## src/rtl/seg7_rank_decoder.sv

```systemverilog
// Recovers a card rank from an asynchronous 7-segment pattern: two-flop sync,
// stability filter with one-shot commit, decode, and a valid/ready output stage.
module seg7_rank_decoder #(
    parameter int STABLE_CYCLES = 1000
) (
    input  logic       clk_in,
    input  logic       rst_in,
    input  logic [6:0] seg_in,
    input  logic       ready_in,
    output logic       valid_out,
    output logic [3:0] rank_out,
    output logic       error_out,
    output logic       overrun_out
);
    localparam int CW = $clog2(STABLE_CYCLES);
    localparam logic [CW-1:0] CMAX = CW'(STABLE_CYCLES - 1);

    typedef enum logic {IDLE, PEND} state_t;

    logic [6:0]    r_sync1, r_seg_s, r_cand, r_last;
    logic [CW-1:0] r_count;
    state_t        r_state, w_state_nx;
    logic          r_valid, r_err, r_ovr;
    logic [3:0]    r_rank;
    logic          w_valid_nx, w_err_nx, w_ovr_nx, w_commit, w_dec_err;
    logic [3:0]    w_rank_nx, w_dec_rank;

    always_ff @(posedge clk_in or posedge rst_in) begin
        if (rst_in) begin
            r_sync1 <= 7'h00;
            r_seg_s <= 7'h00;
        end else begin
            r_sync1 <= seg_in;
            r_seg_s <= r_sync1;
        end
    end

    // Commit once per new stable pattern; a held pattern matches r_last and stays quiet.
    assign w_commit = (r_seg_s == r_cand) && (r_count == CMAX) && (r_cand != r_last);

    always_ff @(posedge clk_in or posedge rst_in) begin
        if (rst_in) begin
            r_cand  <= 7'h00;
            r_count <= '0;
            r_last  <= 7'h00;
        end else begin
            if (r_seg_s != r_cand) begin
                r_cand  <= r_seg_s;
                r_count <= '0;
            end else if (r_count != CMAX) begin
                r_count <= r_count + CW'(1);
            end
            if (w_commit) r_last <= r_cand;
        end
    end

    always_comb begin
        w_dec_rank = 4'd0;
        w_dec_err  = 1'b0;
        case (r_cand)
            7'h77:   w_dec_rank = 4'd1;
            7'h5B:   w_dec_rank = 4'd2;
            7'h4F:   w_dec_rank = 4'd3;
            7'h66:   w_dec_rank = 4'd4;
            7'h6D:   w_dec_rank = 4'd5;
            7'h7D:   w_dec_rank = 4'd6;
            7'h27:   w_dec_rank = 4'd7;
            7'h7F:   w_dec_rank = 4'd8;
            7'h6F:   w_dec_rank = 4'd9;
            7'h3F:   w_dec_rank = 4'd10;
            7'h1F:   w_dec_rank = 4'd11;
            7'h67:   w_dec_rank = 4'd12;
            7'h76:   w_dec_rank = 4'd13;
            7'h00:   w_dec_rank = 4'd0;
            default: w_dec_err  = 1'b1;
        endcase
    end

    always_comb begin
        w_state_nx = r_state;
        w_valid_nx = r_valid;
        w_rank_nx  = r_rank;
        w_err_nx   = r_err;
        w_ovr_nx   = 1'b0;
        case (r_state)
            IDLE: begin
                if (w_commit) begin
                    w_valid_nx = 1'b1;
                    w_rank_nx  = w_dec_rank;
                    w_err_nx   = w_dec_err;
                    w_state_nx = PEND;
                end
            end
            PEND: begin
                // New event always wins; it only counts as an overrun if the old one was not taken.
                if (w_commit) begin
                    w_rank_nx = w_dec_rank;
                    w_err_nx  = w_dec_err;
                    w_ovr_nx  = !ready_in;
                end else if (ready_in) begin
                    w_valid_nx = 1'b0;
                    w_state_nx = IDLE;
                end
            end
            default: w_state_nx = IDLE;
        endcase
    end

    always_ff @(posedge clk_in or posedge rst_in) begin
        if (rst_in) begin
            r_state <= IDLE;
            r_valid <= 1'b0;
            r_rank  <= 4'd0;
            r_err   <= 1'b0;
            r_ovr   <= 1'b0;
        end else begin
            r_state <= w_state_nx;
            r_valid <= w_valid_nx;
            r_rank  <= w_rank_nx;
            r_err   <= w_err_nx;
            r_ovr   <= w_ovr_nx;
        end
    end

    assign valid_out   = r_valid;
    assign rank_out    = r_rank;
    assign error_out   = r_err;
    assign overrun_out = r_ovr;
endmodule
```

## config.mk

```make
export PLATFORM = sky130hd
export DESIGN_NAME = seg7_rank_decoder
export DESIGN_NICKNAME = d
export VERILOG_FILES = /design/src/rtl/seg7_rank_decoder.sv
export SDC_FILE = /design/constraint.sdc
export NUM_CORES = 1
export LEC_CHECK = 0
export CAP_MARGIN = 20
export CELL_PAD_IN_SITES_DETAIL_PLACEMENT = 1
export CELL_PAD_IN_SITES_GLOBAL_PLACEMENT = 1
export CORE_ASPECT_RATIO = 1.25
export CORE_MARGIN = 1
export CORE_UTILIZATION = 40
export CTS_CLUSTER_DIAMETER = 150
export CTS_CLUSTER_SIZE = 12
export DETAILED_ROUTE_END_ITERATION = 6
export GPL_TIMING_DRIVEN = 0
export MAX_ROUTING_LAYER = met4
export PLACE_DENSITY_LB_ADDON = 0.25
export SLEW_MARGIN = 20
export SYNTH_ARGS = -nofsm -noshare
export SYNTH_HDL_FRONTEND = slang
export SYNTH_SLANG_ARGS = --single-unit
```

## constraint.sdc

```tcl
create_clock -name clk_in -period 4.7 [get_ports clk_in]
set_input_delay 0.94 -clock clk_in [delete_from_list [all_inputs] [get_ports clk_in]]
set_output_delay 0.94 -clock clk_in [all_outputs]
set_load 0.1 [all_outputs]
```

==> results of run 1 <==
-- registers in the layout, indices dropped and copies added (netlist names) --
signal and cells:
rank_out 4, valid_out 1, overrun_out 1, error_out 1, r_state 1, r_sync1 7
r_cand 7, r_seg_s 7, r_last 7, r_count 10
-- cells in the final DEF, fill, tap and decap left out, types with 5 or more instances in the layout --
master           count
clkbuf_1            13
clkbuf_8             5
clkdlybuf4s50_1     16
dfrtp_1             46
mux2_2               5
mux2_4               5
nand2_1             13
nand2b_1             5
nor2_1              13
xnor2_1              6
xor2_1              17
-- cell usage after synthesis, drive strengths merged, types with 3 or more instances --
| cell | count |
|---|---|
| o21ai | 4 |
| nand2 | 13 |
| inv | 4 |
| dfrtp | 46 |
| and3 | 4 |
| xor2 | 17 |
| nand2b | 5 |
| nor4bb | 3 |
| xnor2 | 6 |
| nor3 | 4 |
| mux2 | 10 |
| nand4 | 3 |
| mux2i | 3 |
| buf | 5 |
| clkbuf | 11 |
| nor4 | 5 |
| nor2 | 14 |
| nand3 | 5 |
-- per-stage QoR --
| step | utilization (%) | area, sq um |
|---|---|---|
| 6_report | 49.3 | 2520 |
| 5_1_grt | 49.3 | 2520 |
| 4_1_cts | 49.3 | 2520 |
| 3_5_place_dp | 47.2 | 2420 |
| 3_3_place_gp | 46.7 | 2390 |
| 2_1_floorplan | - | 2150 |
-- report_power, final --
group | switching, mW | internal (mW)
combinational | 0.0362 | 0.0254
sequential | 0.00562 | 0.405
clock | 0.128 | 0.159
-- worst min-delay path by stage --
stage,from,endpoint,depth (start not counted)
2_1_floorplan,r_sync1[0]$_DFF_PP0_,r_seg_s[0]$_DFF_PP0_,0
3_3_place_gp,r_sync1[2]$_DFF_PP0_,r_seg_s[2]$_DFF_PP0_,0
3_5_place_dp,r_sync1[5]$_DFF_PP0_,r_seg_s[5]$_DFF_PP0_,0
4_1_cts,r_sync1[0]$_DFF_PP0_,r_seg_s[0]$_DFF_PP0_,0
5_1_grt,r_sync1[5]$_DFF_PP0_,r_seg_s[5]$_DFF_PP0_,0
6_report,r_sync1[5]$_DFF_PP0_,r_seg_s[5]$_DFF_PP0_,0
-- logic make-up after synthesis --
kind of cell / after synthesis
simple gates: 64
flops: 46
xor+xnor: 23
buf+inv: 20
compound gates: 17
mux: 13
fa+ha+maj: 1
-- routing by layer --
metal | GRT usage (%) | up-vias | routed length, microns | part of all wire (%)
met5 | - | - | 0 | 0
met1 | 21.4 | 713 | 1760 | 41
met3 | 4.37 | 14 | 119 | 2.7
met4 | 11.6 | 0 | 208 | 4.8
met2 | 30.1 | 28 | 2250 | 52
li1 | - | 677 | - | -
-- layout make-up --
class,count,area [sq um]
multi-input combinational,118,920
sequential,46,1150
inverter,4,15.0
timing repair buffer,17,188
clock inverter,1,30.0
clock buffer,7,76.3
tap,62,77.6
buffer,16,65.1
fill,543,2590
==> reports/results.tsv, run 1 <==
stage	metric	value	unit
outcome	status	finished clean	
logic_synthesis	synth_cells	184	
global_routing	grt_max_degree	26	
setup_path	r2r-end	rank_out[2]$_DFFE_PP0P_	
setup_path	cp_top_family	buffers and inverters	
layout	antenna_cells	0	
setup_path	setup.worst_path.class	flip-flop to primary output	
setup_path	arrival	1.80	ns
die	die_w	67.6	microns
layout	syn_to_final_growth	17.3	%
logic_synthesis	synth_xor_area_share	9.37	%
pwr	power.density	301	nW/um^2
route	vias	1432	
layout	final_cell_count_no_fill	271	
die	die-area	5680	sq um
route	route.detailed.drc	0	
route	routed_wl	4.34	mm
clock_network	cts_inserted_buffers	5	
logic_synthesis	synth_cell_types	39	
setup_path	end_kind	primary output	
clock_network	clock_sinks	46	
timing	rsz0062_at_grt	no	
clock_network	root_buffer	clkbuf_8	
placed_design	dpl.cell_count	263	
global_routing	grt_pass1_vias	1646	
setup_path	slowest_delay	1.14	ns
setup_path	reg2reg_depth	6	
route	drt_iter0_drc	56	
placed_design	dp_slack	2.29	ns
timing	finalCriticalPeriod	2.74	ns
global_routing	grt_overflow	0	
placed_design	gp_congestion	0.775	
pwr	power.leakage	1.06	nW
clock_network	cts_hold_buf	0	
pwr	ir_drop	0.000211	V
logic_synthesis	synth_top_area_share	53.5	%
setup_path	crit_fanout	2	
logic_synthesis	seq_area_frac_synth	53.5	%
global_routing	track_usage	19.1	%
die	die_height	84.0	microns
timing	finalSetupViolations	0	
clock_network	cts_setup_buffers	0	
logic_synthesis	synth_edf_count	0	
timing	slew_viol_final	0	
logic_synthesis	ys_warn_count	0	
setup_path	cp_cell_sequence	clkdlybuf4s50_1	
logic_synthesis	synthFlopType	dfrtp_1	
layout	layout.nets	219	
global_routing	antenna_found_initial	0	
logic_synthesis	syn_area	2150	sq um
setup_path	crit_path_end	error_out	
logic_synthesis	synth_seq_cells	46	
setup_path	cp_num_cells	1	
clock_network	clock_path_buffers	2	
logic_synthesis	yosys-mux-area-fraction	7.50	%
clock_network	cts_tree	built	
logic_synthesis	synth_compound_area_share	5.70	%
global_routing	grt_first_pass_wirelength	7.73	mm
timing	holdWs	0.351	ns
die	pin_count	17	
logic_synthesis	synthesis.nets	195	
placed_design	dpl.hpwl	3.23	mm
timing	finalHoldViolCount	0	
pwr	power	0.759	mW
min_path	min_path_type	flip-flop to flip-flop	
setup_path	required	3.76	ns
timing	finalClockSkew	0.00864	ns
route	routed_via_density	5.28	
setup_path	crit_buf_inv	1	
logic_synthesis	synth_top_family_by_area	simple AND/OR/NAND/NOR gates	
timing	fmax	365	MHz
clock_network	clk_latency	0.30	ns
timing	tightest_slew	0.967	ns
setup_path	r2r_slack	2.61	ns
placed_design	portBuffers	16	
setup_path	critPathLaunchType	flip-flop	
route	drt_pass1_iterations	4	
setup_path	reg2reg_from	r_count[0]$_DFFE_PP0P_	
die	initial_core_util	42.0	%
timing	layout_setup_ws	1.96	ns
route	avgRoutedWirePerCell	16.0	microns
die	core-area	5120	sq um
logic_synthesis	synth-simple-area-share	19.6	%
run	cap_violations	0	
logic_synthesis	yosys-top-cells-area	dfrtp_1, xor2_1, mux2_4	
die	row_count	29	
logic_synthesis	synthArstFlopShare	100	%
logic_synthesis	syn_area_per_cell	11.7	sq um
setup_path	crit_path_top_delay_cell	clkdlybuf4s50_1	
route	drtAntennaViolNets	0	
logic_synthesis	yosys.area.top_type	dfrtp_1	
layout	drive_above_1_share	14.4	%
setup_path	crit_start	error_out$_DFFE_PP0P_	
logic_synthesis	synthAdderAreaFrac	0.582	%
clock_network	cts_max_level	2	
clock_network	post_cts_resized	0	
timing	max_slew_margin	35.3	%
timing	tns	0	ns
clock_network	clk_pin_slew	0.08	ns
timing	fin_crit_sh	58.3	%
Power figures use the tool's default switching activity.
==> inputs of run 2 (changes only) <==
==> constraint.sdc (replaced) <==
create_clock -name clk_in -period 2.4 [get_ports clk_in]
set_input_delay 0.48 -clock clk_in [delete_from_list [all_inputs] [get_ports clk_in]]
set_output_delay 0.48 -clock clk_in [all_outputs]
set_load 0.1 [all_outputs]
==> results of run 2 <==
Same layout as run 1 (identical final DEF). Status: finished clean.
Among the figures that moved: setup slack after placement 2.29 ns -> 0.299 ns; setup slack after layout 1.96 ns -> 0.118 ns; register-to-register setup slack 2.61 ns -> 0.31 ns; total power 0.759 mW -> 1.49 mW; worst IR drop on VDD 0.000211 V -> 0.000414 V
==> inputs of run 3 (changes only) <==
--- a/config.mk
+++ b/config.mk
@@ -14,7 +14,6 @@
 export CTS_CLUSTER_DIAMETER = 150
 export CTS_CLUSTER_SIZE = 12
 export DETAILED_ROUTE_END_ITERATION = 6
-export GPL_TIMING_DRIVEN = 0
 export MAX_ROUTING_LAYER = met4
 export PLACE_DENSITY_LB_ADDON = 0.25
 export SLEW_MARGIN = 20
==> reports/results.tsv, run 3 (same netlist as run 1, synthesis figures left out) <==
stage	metric	value	unit
outcome	status	finished clean	
timing	finalClockSkew	0.0100	ns
run	cap_violations	0	
min_path	min_path_type	flip-flop to flip-flop	
die	row_count	29	
route	route.detailed.drc	0	
setup_path	crit_start	r_cand[3]$_DFFE_PP0N_	
pwr	ir_drop	0.000263	V
clock_network	cts_setup_buffers	0	
layout	layout.nets	209	
global_routing	grt_overflow	0	
pwr	power.density	592	nW/um^2
timing	max_slew_margin	66.9	%
setup_path	reg2reg_from	r_cand[3]$_DFFE_PP0N_	
layout	layout_commonest_cell	dfrtp_1	
setup_path	critPathLaunchType	flip-flop	
global_routing	antenna_found_initial	0	
layout	drive_above_1_share	19.1	%
die	die-area	5680	sq um
timing	tns	0	ns
layout	regMostFlops	r_count	
route	drtAntennaViolNets	0	
timing	slew_viol_final	0	
setup_path	arrival	2.30	ns
placed_design	portBuffers	16	
timing	fin_crit_sh	88.3	%
route	avgRoutedWirePerCell	15.3	microns
layout	fin_util	48.2	%
die	core-area	5120	sq um
min_path	hp-start	r_sync1[2]$_DFF_PP0_	
placed_design	dpl.hpwl	3.01	mm
setup_path	setup.worst_path.class	flip-flop to flip-flop	
timing	rsz0062_at_grt	no	
clock_network	cts_max_level	2	
global_routing	grt_pass1_vias	1603	
layout	antenna_cells	0	
clock_network	cts_hold_buf	0	
timing	fmax	472	MHz
timing	layout_setup_ws	0.280	ns
timing	tightest_slew	0.496	ns
pwr	power.leakage	1.06	nW
timing	finalCriticalPeriod	2.12	ns
placed_design	gp_congestion	0.797	
timing	finalHoldViolCount	0	
layout	largest_register_ffs	10	
route	routed_wl	4.00	mm
layout	final_cell_mix	dfrtp_1, xor2_1, buf_4, nand2_1, nor2_1	
global_routing	grt_max_degree	21	
placed_design	dp_slack	0.285	ns
die	initial_core_util	42.0	%
layout	fillers	535	
route	drt_iter0_drc	96	
clock_network	post_cts_resized	0	
layout	syn_to_final_growth	14.6	%
route	drt_pass1_iterations	4	
die	die_height	84.0	microns
clock_network	clock_path_buffers	2	
route	routed_via_density	5.29	
clock_network	cts_inserted_buffers	5	
global_routing	grt_first_pass_wirelength	7.38	mm
die	die_w	67.6	microns
clock_network	clk_pin_slew	0.08	ns
timing	finalSetupViolations	0	
global_routing	track_usage	17.7	%
route	vias	1381	
clock_network	clock_sinks	46	
setup_path	required	2.58	ns
clock_network	cts_tree	built	
clock_network	root_buffer	clkbuf_8	
setup_path	end_kind	flip-flop	
die	pin_count	17	
setup_path	crit_fanout	14	
clock_network	clk_latency	0.29	ns
run 3: report_power, final:
group / switching [mW] / internal (mW)
clock: 0.233 / 0.311
sequential: 0.0215 / 0.792
combinational: 0.0559 / 0.0456
total: 0.310 / 1.15
run 3: final cells by class:
cell class,count,area (sq um),share of cell area [%]
clock buffers,7,76.3,3.10
repair buffers,23,195,7.92
clock inverters,1,30.0,1.22
well taps,62,77.6,3.15
inverters,4,15.0,0.609
flip-flops and latches,46,1150,46.7
multi-input cells,118,920,37.3
run 3: final timing paths:
path                                           end  slack, ns  cells past startpoint
max                        rank_out[2]$_DFFE_PP0P_       0.28                      5
min                           r_seg_s[2]$_DFF_PP0_       0.35                      0
max reg2reg                rank_out[2]$_DFFE_PP0P_       0.28                      5
max in group asynchronous    r_last[4]$_DFFE_PP0P_       1.38                      3
min in group asynchronous     r_sync1[5]$_DFF_PP0_       0.45                      2
min reg2reg                   r_seg_s[2]$_DFF_PP0_       0.35                      0
run 3: through the flow:
stage | cells | power [mW] | hold slack [ns] | cell area (sq um)
2_1_floorplan | 184 | 0.896 | 0.331 | 2150
3_3_place_gp | 253 | 0.926 | 0.332 | 2360
3_5_place_dp | 253 | 0.933 | 0.336 | 2360
4_1_cts | 261 | 1.49 | 0.354 | 2460
5_1_grt | 261 | 1.53 | 0.361 | 2460
6_report | 261 | 1.46 | 0.353 | 2460
run 3: per-layer routing:
layer / global-route usage (%) / up-vias / part of all wire (%)
li1: - / 656 / -
met5: - / - / 0
met4: 6.77 / 0 / 2.4
met3: 3.28 / 9 / 2.4
met2: 29.9 / 19 / 52
met1: 20.1 / 697 / 43
run 3: critical path, stage by stage, from the launching register on:
cell and delay (ns):
dfrtp_1 0.54, xor2_1 0.25, nor4_4 0.43, nand3_4 0.23, nor2_8 0.25, mux2_4 0.32
